File: src/rtl/wb_pkg.sv
// Shared definitions for the Wishbone classic master: size encodings, FSM states,
// byte-select constants and lane helpers (big-endian lane numbering).
package wb_pkg;

  localparam logic [1:0] SZ_BYTE    = 2'b00;
  localparam logic [1:0] SZ_WORD    = 2'b01;
  localparam logic [1:0] SZ_LONG    = 2'b10;
  localparam logic [1:0] SZ_ILLEGAL = 2'b11;

  localparam logic [3:0] SEL_NONE    = 4'b0000;
  localparam logic [3:0] SEL_BYTE0   = 4'b1000;
  localparam logic [3:0] SEL_WORD_HI = 4'b1100;
  localparam logic [3:0] SEL_WORD_LO = 4'b0011;
  localparam logic [3:0] SEL_LONG    = 4'b1111;

  typedef enum logic [1:0] {
    ST_IDLE,
    ST_BUS,
    ST_RESP
  } state_e;

  function automatic logic [31:0] sel_mask(input logic [3:0] sel);
    return {{8{sel[3]}}, {8{sel[2]}}, {8{sel[1]}}, {8{sel[0]}}};
  endfunction

  // Bit position of the lowest selected lane; right-justifies data on reads.
  function automatic logic [4:0] sel_shift(input logic [3:0] sel);
    logic [4:0] sh;
    sh = 5'd0;
    if (sel[0])      sh = 5'd0;
    else if (sel[1]) sh = 5'd8;
    else if (sel[2]) sh = 5'd16;
    else if (sel[3]) sh = 5'd24;
    return sh;
  endfunction

endpackage

File: src/rtl/wb_sel_decode.sv
// Combinational map of (size, byte offset) to Wishbone SEL lanes and a misaligned flag.
module wb_sel_decode
  import wb_pkg::*;
(
  input  logic [1:0] size,
  input  logic [1:0] offset,
  output logic [3:0] sel,
  output logic       misaligned
);

  always_comb begin
    sel        = SEL_NONE;
    misaligned = 1'b0;
    case (size)
      SZ_BYTE: sel = SEL_BYTE0 >> offset;
      SZ_WORD: begin
        if (offset[0]) misaligned = 1'b1;
        else           sel = offset[1] ? SEL_WORD_LO : SEL_WORD_HI;
      end
      SZ_LONG: begin
        if (offset != 2'b00) misaligned = 1'b1;
        else                 sel = SEL_LONG;
      end
      default: misaligned = 1'b1;
    endcase
  end

endmodule

File: src/rtl/wb_master.sv
// Wishbone classic single-transfer master with a valid/ready command and response port.
// Define WB_MASTER_TIMEOUT_EN to abort bus cycles that see no ACK_I/ERR_I within TIMEOUT cycles.
module wb_master
  import wb_pkg::*;
#(
  parameter int AW      = 32,
  parameter int TIMEOUT = 255
) (
  input  logic          CLK_I,
  input  logic          RST_I,
  input  logic          cmd_valid,
  output logic          cmd_ready,
  input  logic          cmd_we,
  input  logic [AW-1:0] cmd_adr,
  input  logic [1:0]    cmd_size,
  input  logic [31:0]   cmd_wdata,
  output logic          rsp_valid,
  input  logic          rsp_ready,
  output logic [31:0]   rsp_rdata,
  output logic          rsp_err,
  output logic          rsp_timeout,
  output logic [AW-1:0] ADR_O,
  output logic [31:0]   DAT_O,
  input  logic [31:0]   DAT_I,
  output logic [3:0]    SEL_O,
  output logic          WE_O,
  output logic          CYC_O,
  output logic          STB_O,
  input  logic          ACK_I,
  input  logic          ERR_I
);

  if (AW < 3 || TIMEOUT < 1) begin : g_bad_params
    $error("wb_master: AW must be >= 3 and TIMEOUT must be >= 1");
  end

  state_e        state_q, state_d;
  logic          cyc_q, cyc_d;
  logic          we_q, we_d;
  logic [3:0]    sel_q, sel_d;
  logic [AW-1:0] adr_q, adr_d;
  logic [31:0]   dat_q, dat_d;
  logic          rsp_valid_q, rsp_valid_d;
  logic [31:0]   rdata_q, rdata_d;
  logic          err_q, err_d;

  logic [3:0]    dec_sel;
  logic          dec_misaligned;
  logic          accept;
  logic [31:0]   rd_lanes;

`ifdef WB_MASTER_TIMEOUT_EN
  localparam int CW = (TIMEOUT > 1) ? $clog2(TIMEOUT) : 1;
  localparam logic [CW-1:0] CNT_LAST = CW'(TIMEOUT - 1);
  logic [CW-1:0] cnt_q, cnt_d;
  logic          tmo_q, tmo_d;
`endif

  wb_sel_decode u_sel_decode (
    .size       (cmd_size),
    .offset     (cmd_adr[1:0]),
    .sel        (dec_sel),
    .misaligned (dec_misaligned)
  );

  assign cmd_ready = (state_q == ST_IDLE) && RST_I;
  assign accept    = cmd_valid && cmd_ready;
  assign rd_lanes  = (DAT_I & sel_mask(sel_q)) >> sel_shift(sel_q);

  always_comb begin
    state_d     = state_q;
    cyc_d       = cyc_q;
    we_d        = we_q;
    sel_d       = sel_q;
    adr_d       = adr_q;
    dat_d       = dat_q;
    rsp_valid_d = rsp_valid_q;
    rdata_d     = rdata_q;
    err_d       = err_q;
`ifdef WB_MASTER_TIMEOUT_EN
    cnt_d       = cnt_q;
    tmo_d       = tmo_q;
`endif
    case (state_q)
      ST_IDLE: begin
        if (accept) begin
          if (dec_misaligned) begin
            // Illegal commands never reach the bus; answer with an error immediately.
            state_d     = ST_RESP;
            rsp_valid_d = 1'b1;
            err_d       = 1'b1;
            rdata_d     = '0;
`ifdef WB_MASTER_TIMEOUT_EN
            tmo_d       = 1'b0;
`endif
          end else begin
            state_d = ST_BUS;
            cyc_d   = 1'b1;
            we_d    = cmd_we;
            sel_d   = dec_sel;
            adr_d   = {cmd_adr[AW-1:2], 2'b00};
            dat_d   = cmd_we ? ((cmd_wdata << sel_shift(dec_sel)) & sel_mask(dec_sel)) : 32'd0;
`ifdef WB_MASTER_TIMEOUT_EN
            cnt_d   = '0;
`endif
          end
        end
      end
      ST_BUS: begin
        // ERR_I takes priority over ACK_I, and both beat an expiring timeout.
        if (ACK_I || ERR_I) begin
          state_d     = ST_RESP;
          cyc_d       = 1'b0;
          we_d        = 1'b0;
          sel_d       = SEL_NONE;
          rsp_valid_d = 1'b1;
          err_d       = ERR_I;
          rdata_d     = (ERR_I || we_q) ? 32'd0 : rd_lanes;
`ifdef WB_MASTER_TIMEOUT_EN
          tmo_d       = 1'b0;
`endif
        end
`ifdef WB_MASTER_TIMEOUT_EN
        else if (cnt_q == CNT_LAST) begin
          state_d     = ST_RESP;
          cyc_d       = 1'b0;
          we_d        = 1'b0;
          sel_d       = SEL_NONE;
          rsp_valid_d = 1'b1;
          err_d       = 1'b1;
          tmo_d       = 1'b1;
          rdata_d     = '0;
        end else begin
          cnt_d = cnt_q + CW'(1);
        end
`endif
      end
      ST_RESP: begin
        if (rsp_ready) begin
          state_d     = ST_IDLE;
          rsp_valid_d = 1'b0;
        end
      end
      default: state_d = ST_IDLE;
    endcase
  end

  always_ff @(posedge CLK_I) begin
    if (!RST_I) begin
      state_q     <= ST_IDLE;
      cyc_q       <= 1'b0;
      we_q        <= 1'b0;
      sel_q       <= SEL_NONE;
      adr_q       <= '0;
      dat_q       <= '0;
      rsp_valid_q <= 1'b0;
      rdata_q     <= '0;
      err_q       <= 1'b0;
`ifdef WB_MASTER_TIMEOUT_EN
      cnt_q       <= '0;
      tmo_q       <= 1'b0;
`endif
    end else begin
      state_q     <= state_d;
      cyc_q       <= cyc_d;
      we_q        <= we_d;
      sel_q       <= sel_d;
      adr_q       <= adr_d;
      dat_q       <= dat_d;
      rsp_valid_q <= rsp_valid_d;
      rdata_q     <= rdata_d;
      err_q       <= err_d;
`ifdef WB_MASTER_TIMEOUT_EN
      cnt_q       <= cnt_d;
      tmo_q       <= tmo_d;
`endif
    end
  end

  assign CYC_O     = cyc_q;
  assign STB_O     = cyc_q;
  assign WE_O      = we_q;
  assign SEL_O     = sel_q;
  assign ADR_O     = adr_q;
  assign DAT_O     = dat_q;
  assign rsp_valid = rsp_valid_q;
  assign rsp_rdata = rdata_q;
  assign rsp_err   = err_q;
`ifdef WB_MASTER_TIMEOUT_EN
  assign rsp_timeout = tmo_q;
`else
  assign rsp_timeout = 1'b0;
`endif

endmodule

File: config.mk
export PLATFORM = sky130hd
export DESIGN_NAME = wb_master
export DESIGN_NICKNAME = d
export VERILOG_FILES = /design/src/rtl/wb_pkg.sv /design/src/rtl/wb_sel_decode.sv /design/src/rtl/wb_master.sv
export SDC_FILE = /design/constraint.sdc
export NUM_CORES = 1
export LEC_CHECK = 0
export BUFFER_PORTS_ARGS = -buffer_cell sky130_fd_sc_hd__buf_4
export CORE_UTILIZATION = 35
export DETAILED_ROUTE_END_ITERATION = 12
export HOLD_SLACK_MARGIN = 0.02
export PLACE_DENSITY = 0.61
export SYNTH_ARGS = -nofsm -noshare
export SYNTH_HDL_FRONTEND = slang
export SYNTH_SLANG_ARGS = --single-unit
File: constraint.sdc
create_clock -name CLK_I -period 2.6 [get_ports CLK_I]
set_input_delay 0.13 -clock CLK_I [delete_from_list [all_inputs] [get_ports CLK_I]]
set_output_delay 0.13 -clock CLK_I [all_outputs]
set_load 0.005 [all_outputs]
* Yosys cells after proc, flatten, opt, wreduce, memory -nomap -nowiden
Index checks and enable logic that the tools add are counted.
** Storage, ports and cells
- Bits in registers :: 104
- Input bits :: 105
- Logic and storage cells :: 85
** Operators by class
- Eq/ne operators :: 9
- Shifts and indexed selects :: 3
- Muxes and demuxes :: 47
- Bitwise logic cells :: 3
- Reduce and logical (&&, ||, !) cells :: 14
** Operators with widths (count)
- 32-bit two-way mux :: 5
- 32-bit AND :: 2
- 32-bit case mux with 2 select lines :: 1
- 5-bit two-way mux :: 11
- 32-bit by 5-bit << shifter with 32-bit output :: 1
- 32-bit by 5-bit right shift with 32-bit output :: 1
- 4-bit two-way mux :: 6
- 1-bit two-way mux :: 12
- 4-bit case mux with 3 select lines :: 1
- 2-bit inequality test, second input constant :: 5
- 2-bit two-way mux :: 4
- 4-bit case mux with 2 select lines :: 1
- 4-bit AND reduction :: 2
- 1-bit case mux with 2 select lines :: 3
- 1-bit case mux with 3 select lines :: 2
- 2-bit case mux with 3 select lines :: 1
- 3-bit AND reduction :: 2
- 5-bit AND reduction :: 1
- 2-bit by 1-bit equality test with 1-bit output, second input constant :: 2
- 2-bit equality test, second input constant :: 2
- 2-bit zero test :: 2
- 2-bit nonzero test :: 2
- 4-bit by 2-bit right shift with 4-bit output, first input constant :: 1
- 3-bit nonzero test :: 1
- other kinds (3) :: 5

* Longest topological paths before layout
- Word-level depth :: 13
- Depth in mapped cells :: 7
- Depth with buffers taken out :: 5

* Modules after synthesis
A second synthesis with hierarchy kept.
** Second synthesis, totals
- Cells, all modules :: 551
- Area, all modules :: 4750.8 µm²
** By module, submodules not included
- wb_master :: times used 1, cells each 535, area an instance 4634.4 µm²
- wb_sel_decode :: times used 1, cells each 16, area an instance 116.4 µm²

* Worst setup path before layout
OpenSTA, ideal clock, no wires.
- Kind :: register -> register
- Start :: register state_q[1]
- End :: register dat_q[24] (netlist: DAT_O[24])
- Library setup time :: 0.117 ns
- Data arrival time :: 1.469 ns
- Required time :: 2.483 ns
- Path slack :: 1.014 ns
- Cell stages (with the launch flop) :: 7
- Clock period less this slack :: 1.586 ns
- Cells stage by stage :: dfxtp_1 -> and4bb_2 -> nand3_2 -> and2_1 -> buf_2 -> buf_6 -> a22o_1
** Between the ends
- Word-level cells in the longest chain between the ends :: 4
** RTL lines
- from (decl) :: line wb_master.sv:37 : state_e state_q, state_d;
- from (signal assigned) :: line wb_master.sv:164 : state_q <= state_d;
- 2-bit zero test * :: line wb_master.sv:66, wb_master.sv:84
- 1-bit logical AND :: line wb_master.sv:66 : assign cmd_ready = (state_q == ST_IDLE) && RST_I;
- 1-bit logical AND :: line wb_master.sv:67 : assign accept = cmd_valid && cmd_ready;
- 3-bit AND reduction (no line) *
- to (signal assigned) :: line wb_master.sv:169 : dat_q <= dat_d;
- to (decl) :: line wb_master.sv:42 : logic [31:0] dat_q, dat_d;
Mark *: on every way between the ends. The rest lies on a longest branch, timed or not.
A chain may end at the register's enable or synchronous reset.

* Worst setup path after layout
- Start :: register sel_q[1] (netlist: SEL_O[1])
- End :: register rdata_q[21] (netlist: rsp_rdata[21])
** Between the ends
- Word-level cells in the longest chain between the ends :: 6
- Elaborated cells on any way between the ends :: 7
- Classes of those cells :: shift: 1; mux: 5; bitwise: 1
** RTL lines
- from (decl) :: line wb_master.sv:40 : logic [3:0] sel_q, sel_d;
- from (signal assigned) :: line wb_master.sv:167 : sel_q <= sel_d;
- 5-bit two-way mux :: line wb_pkg.sv:31 : else if (sel[1]) sh = 5'd8;
- 5-bit two-way mux :: line wb_pkg.sv:30 : if (sel[0]) sh = 5'd0;
- 32-bit by 5-bit right shift with 32-bit output * :: line wb_master.sv:68 : assign rd_lanes = (DAT_I & sel_mask(sel_q)) >> sel_shift(sel_q);
- 32-bit two-way mux * :: line wb_master.sv:118 : rdata_d = (ERR_I || we_q) ? 32'd0 : rd_lanes;
- 32-bit two-way mux * :: line wb_master.sv:111 : if (ACK_I || ERR_I) begin
- 32-bit case mux with 2 select lines * :: line wb_master.sv:84 : case (state_q)
- to (signal assigned) :: line wb_master.sv:171 : rdata_q <= rdata_d;
- to (decl) :: line wb_master.sv:44 : logic [31:0] rdata_q, rdata_d;
Mark *: on every way between the ends. The rest lies on a longest branch, timed or not. The select of a mux whose other input is x is not followed.

==> flow_metrics.py <==
metrics = {
    "run_status": {
        "status": "completed",
    },
    "setup_path": {
        "r2r-end": "rsp_rdata[21]",
        "r2r_setup_slack_ps": 680,
        "critPathSlowestCell": "nor2b_1",
        "cp_common_cell": "nor2b_1",
        "path_max_fanout": 9,
        "start_kind": "flip-flop",
        "cpPeakStageDelay_ps": 480,
        "cp-end-kind": "flip-flop",
        "crit_required_ps": 2870,
        "arrival_ps": 2190,
        "critPathCapture": "rsp_rdata[21]",
        "crit_chain": "nor2b_1, buf_4, nor2b_1, a32o_1, or3b_1, a21boi_1",
        "rr_startpoint": "SEL_O[1]",
        "crit_start": "SEL_O[1]",
        "reg2reg_depth": 6,
        "critPathKind": "reg -> reg",
    },
    "finish": {
        "drive_above_1_share_pct": 34.6,
        "num-nets-final": 817,
        "fillerInstances": 1254,
        "antenna_cells": 0,
        "postLayoutCellArea_um2": 6780,
        "area_growth_pct": 42.6,
    },
    "floorplanning": {
        "row_count": 42,
        "start_util_pct": 35.9,
        "io_pins": 212,
        "die_h_um": 119,
        "core_um2": 13200,
        "dieArea_um2": 14000,
        "die_w_um": 119,
    },
    "synth": {
        "syn_inst": 518,
        "async_reset_ff_share_pct": 0,
        "synth_edf_count": 0,
        "synth.area.top_cells": "dfxtp_1 (44%), nand2_1 (8.4%), a21boi_0 (5.4%)",
        "synth.yosys.warnings": 0,
        "synthFlopType": "dfxtp_1",
        "ys_top_cells_by_count": "nand2_1 (106), dfxtp_1 (104), a21boi_0 (34), a22o_1 (24), o21ai_0 (19)",
        "synth_largest_area_cell": "dfxtp_1",
        "syn-cell-area_um2": 4750,
        "synth-seq-cells": 104,
        "seq_area_frac_synth_pct": 43.8,
        "yosys.cell_count.top_type": "nand2_1",
        "ys_types": 53,
        "synth_top_area_share_pct": 43.8,
        "syn_avg_cell_area_um2": 9.17,
    },
    "placed_design": {
        "gp_congestion": 0.899,
        "dp.final_hpwl_um": 11400,
        "portBuffers": 208,
        "place_area_um2": 6380,
    },
    "sta": {
        "period_minus_slack_ps": 1920,
        "timing.final.max_slew_violations": 0,
        "slew-limit-headroom_pct": 42.1,
        "setup_violations": 0,
        "hold_violations": 0,
        "fin_crit_sh_pct": 73.9,
        "timing.fmax_ghz": 0.521,
        "rsz0062_at_grt": "false",
        "worst_pin_slew_ps": 868,
        "tns_ps": 0,
        "fin_skew_ps": 6.59,
    },
    "drt": {
        "drtAntennaViolNets": 0,
        "drt_pre_antenna_iters": 7,
        "dr_total_vias": 4667,
        "vias_per_cell": 5.23,
        "wl_per_cell_um": 17.2,
        "drc_errors": 0,
        "drtIter0Drc": 487,
        "routed_wl_um": 15400,
    },
    "grt": {
        "grt_usage_pct": 22.0,
        "antenna_found_initial": 0,
        "grt_first_pass_wirelength_um": 24300,
        "grt_pass1_vias": 4564,
        "grt_max_degree": 39,
        "grt_overflow": 0,
    },
    "clock_network": {
        "cts_tree": "done",
        "numCtsBuffers": 9,
        "clk_pin_slew_ps": 70,
        "cts_buffer_depth": 2,
        "clkSinkCount": 104,
        "cts-root-buf": "clkbuf_16",
        "ctsHtreeMaxLevel": 3,
        "worstSkewPairLatency_ps": 350,
    },
    "power": {
        "peakVddDrop_v": 0.000355,
        "p_total_mw": 3.54,
        "powerDensity_nw_per_um2": 523,
        "p_leak_nw": 2.76,
    },
    "min_path": {
        "hp-class": "in -> reg",
    },
    "run": {
        "maxCapViolCount": 0,
    },
}
[layer usage]
metal / routed length, um / GRT usage, % / part of all wire (%)
met1: 7050 / 29.5 / 46
met2: 6740 / 33.5 / 44
met3: 1240 / 6.71 / 8.1
met4: 325 / 7.36 / 2.1
met5: 0 / 0 / 0
[stage by stage]
stage / hold slack, ps / std cells / setup WS [ps] / utilization (%)
6_report: 33.4 / 892 / 679 / 51.2
3_3_place_gp: 361 / 870 / 679 / 48.2
4_1_cts: 25.4 / 892 / 666 / 51.2
5_1_grt: 30.1 / 892 / 525 / 51.2
3_5_place_dp: 363 / 870 / 665 / 48.2
2_1_floorplan: 255 / 520 / 1010 / -
[state kept, by name, indices dropped and copies added, names as in the netlist]
signal and flops:
CYC_O 1, rsp_rdata 32, state_q 2, SEL_O 4, WE_O 1, rsp_err 1
DAT_O 32, rsp_valid 1, ADR_O 30
[logic make-up (layout without fill, tap and decap cells)]
group | after synthesis | in the layout | synth area share (%)
buf+inv | 46 | 242 | 5.24
flops | 104 | 104 | 43.8
simple gates | 183 | 183 | 19.6
mux | 9 | 9 | 1.90
xor+xnor | 2 | 2 | 0.369
compound gates | 173 | 173 | 28.9
other cells | 1 | 3 | 0.0789
[final cells by class]
cell class                      instances  area [um2]  share of cell area, %
Multi-Input combinational cell        370        2430                   35.9
Sequential cell                       104        2080                   30.7
Clock inverter                          3        65.1                  0.960
Inverter                                1        3.75                 0.0554
Tap cell                              176         220                   3.25
Timing Repair Buffer                  226        1710                   25.3
Clock buffer                           12         256                   3.79
[what timing repair did]
| item | 4_1_cts | 5_1_grt |
|---|---|---|
| hold buffers | 7 | 0 |
| endpoints found under the hold margin | 7 | 0 |
| gates resized for setup | 0 | 0 |
| buffers inserted | 0 | 0 |
[how the worst min path moves through the flow]
stage,startpoint,end,cells past startpoint
after floorplan,cmd_wdata[1],DAT_O[1],1
after global placement,cmd_wdata[2],DAT_O[2],2
after detailed placement,cmd_wdata[2],DAT_O[2],2
after CTS,cmd_wdata[7],DAT_O[7],2
after global routing,cmd_adr[21],ADR_O[21],3
final,cmd_wdata[7],DAT_O[7],2
[worst max-delay path: cells and delay by family (launching register included)]
kind | cells | cell delay [ps]
and+or+nand+nor | 3 | 970
AOI/OAI and AO/OA | 2 | 410
DFF | 1 | 310
buffers and inverters | 1 | 160
[report_power, final]
group | internal (mW) | switching, mW
Combinational | 0.219 | 0.214
Clock | 0.890 | 0.584
Sequential | 1.62 | 0.0170
Total | 2.73 | 0.815
[cell usage in the layout (no fill, tap or decap), types with 2 or more instances in the layout]
| cell type | Yosys | final |
|---|---|---|
| nor3_2 | 3 | 2 |
| nor3_1 | 5 | 5 |
| or3b_1 | 8 | 8 |
| a22o_1 | 24 | 24 |
| a211oi_1 | 9 | 9 |
| a32oi_1 | 8 | 8 |
| a21boi_0 | 34 | 34 |
| or3_1 | 8 | 8 |
| a21oi_1 | 12 | 12 |
| conb_1 | 1 | 3 |
| clkbuf_8 | 0 | 2 |
| and3_1 | 2 | 2 |
| clkbuf_16 | 0 | 9 |
| nor2b_1 | 13 | 13 |
| dlygate4sd3_1 | 0 | 7 |
| buf_4 | 9 | 219 |
| a21boi_1 | 16 | 16 |
| a222oi_1 | 15 | 15 |
| bufinv_16 | 0 | 2 |
| nand3b_1 | 3 | 3 |
| nor2_1 | 7 | 7 |
| o2bb2ai_1 | 16 | 16 |
| nand3_1 | 4 | 4 |
| dfxtp_1 | 104 | 104 |
| o21ai_0 | 19 | 19 |
| nand2b_1 | 4 | 4 |
| o21a_1 | 2 | 2 |
| and2_1 | 11 | 11 |
| a32o_1 | 8 | 8 |
| nand2_1 | 106 | 106 |
| mux2i_1 | 9 | 9 |
Note: power is estimated with default switching activity, not from simulation.
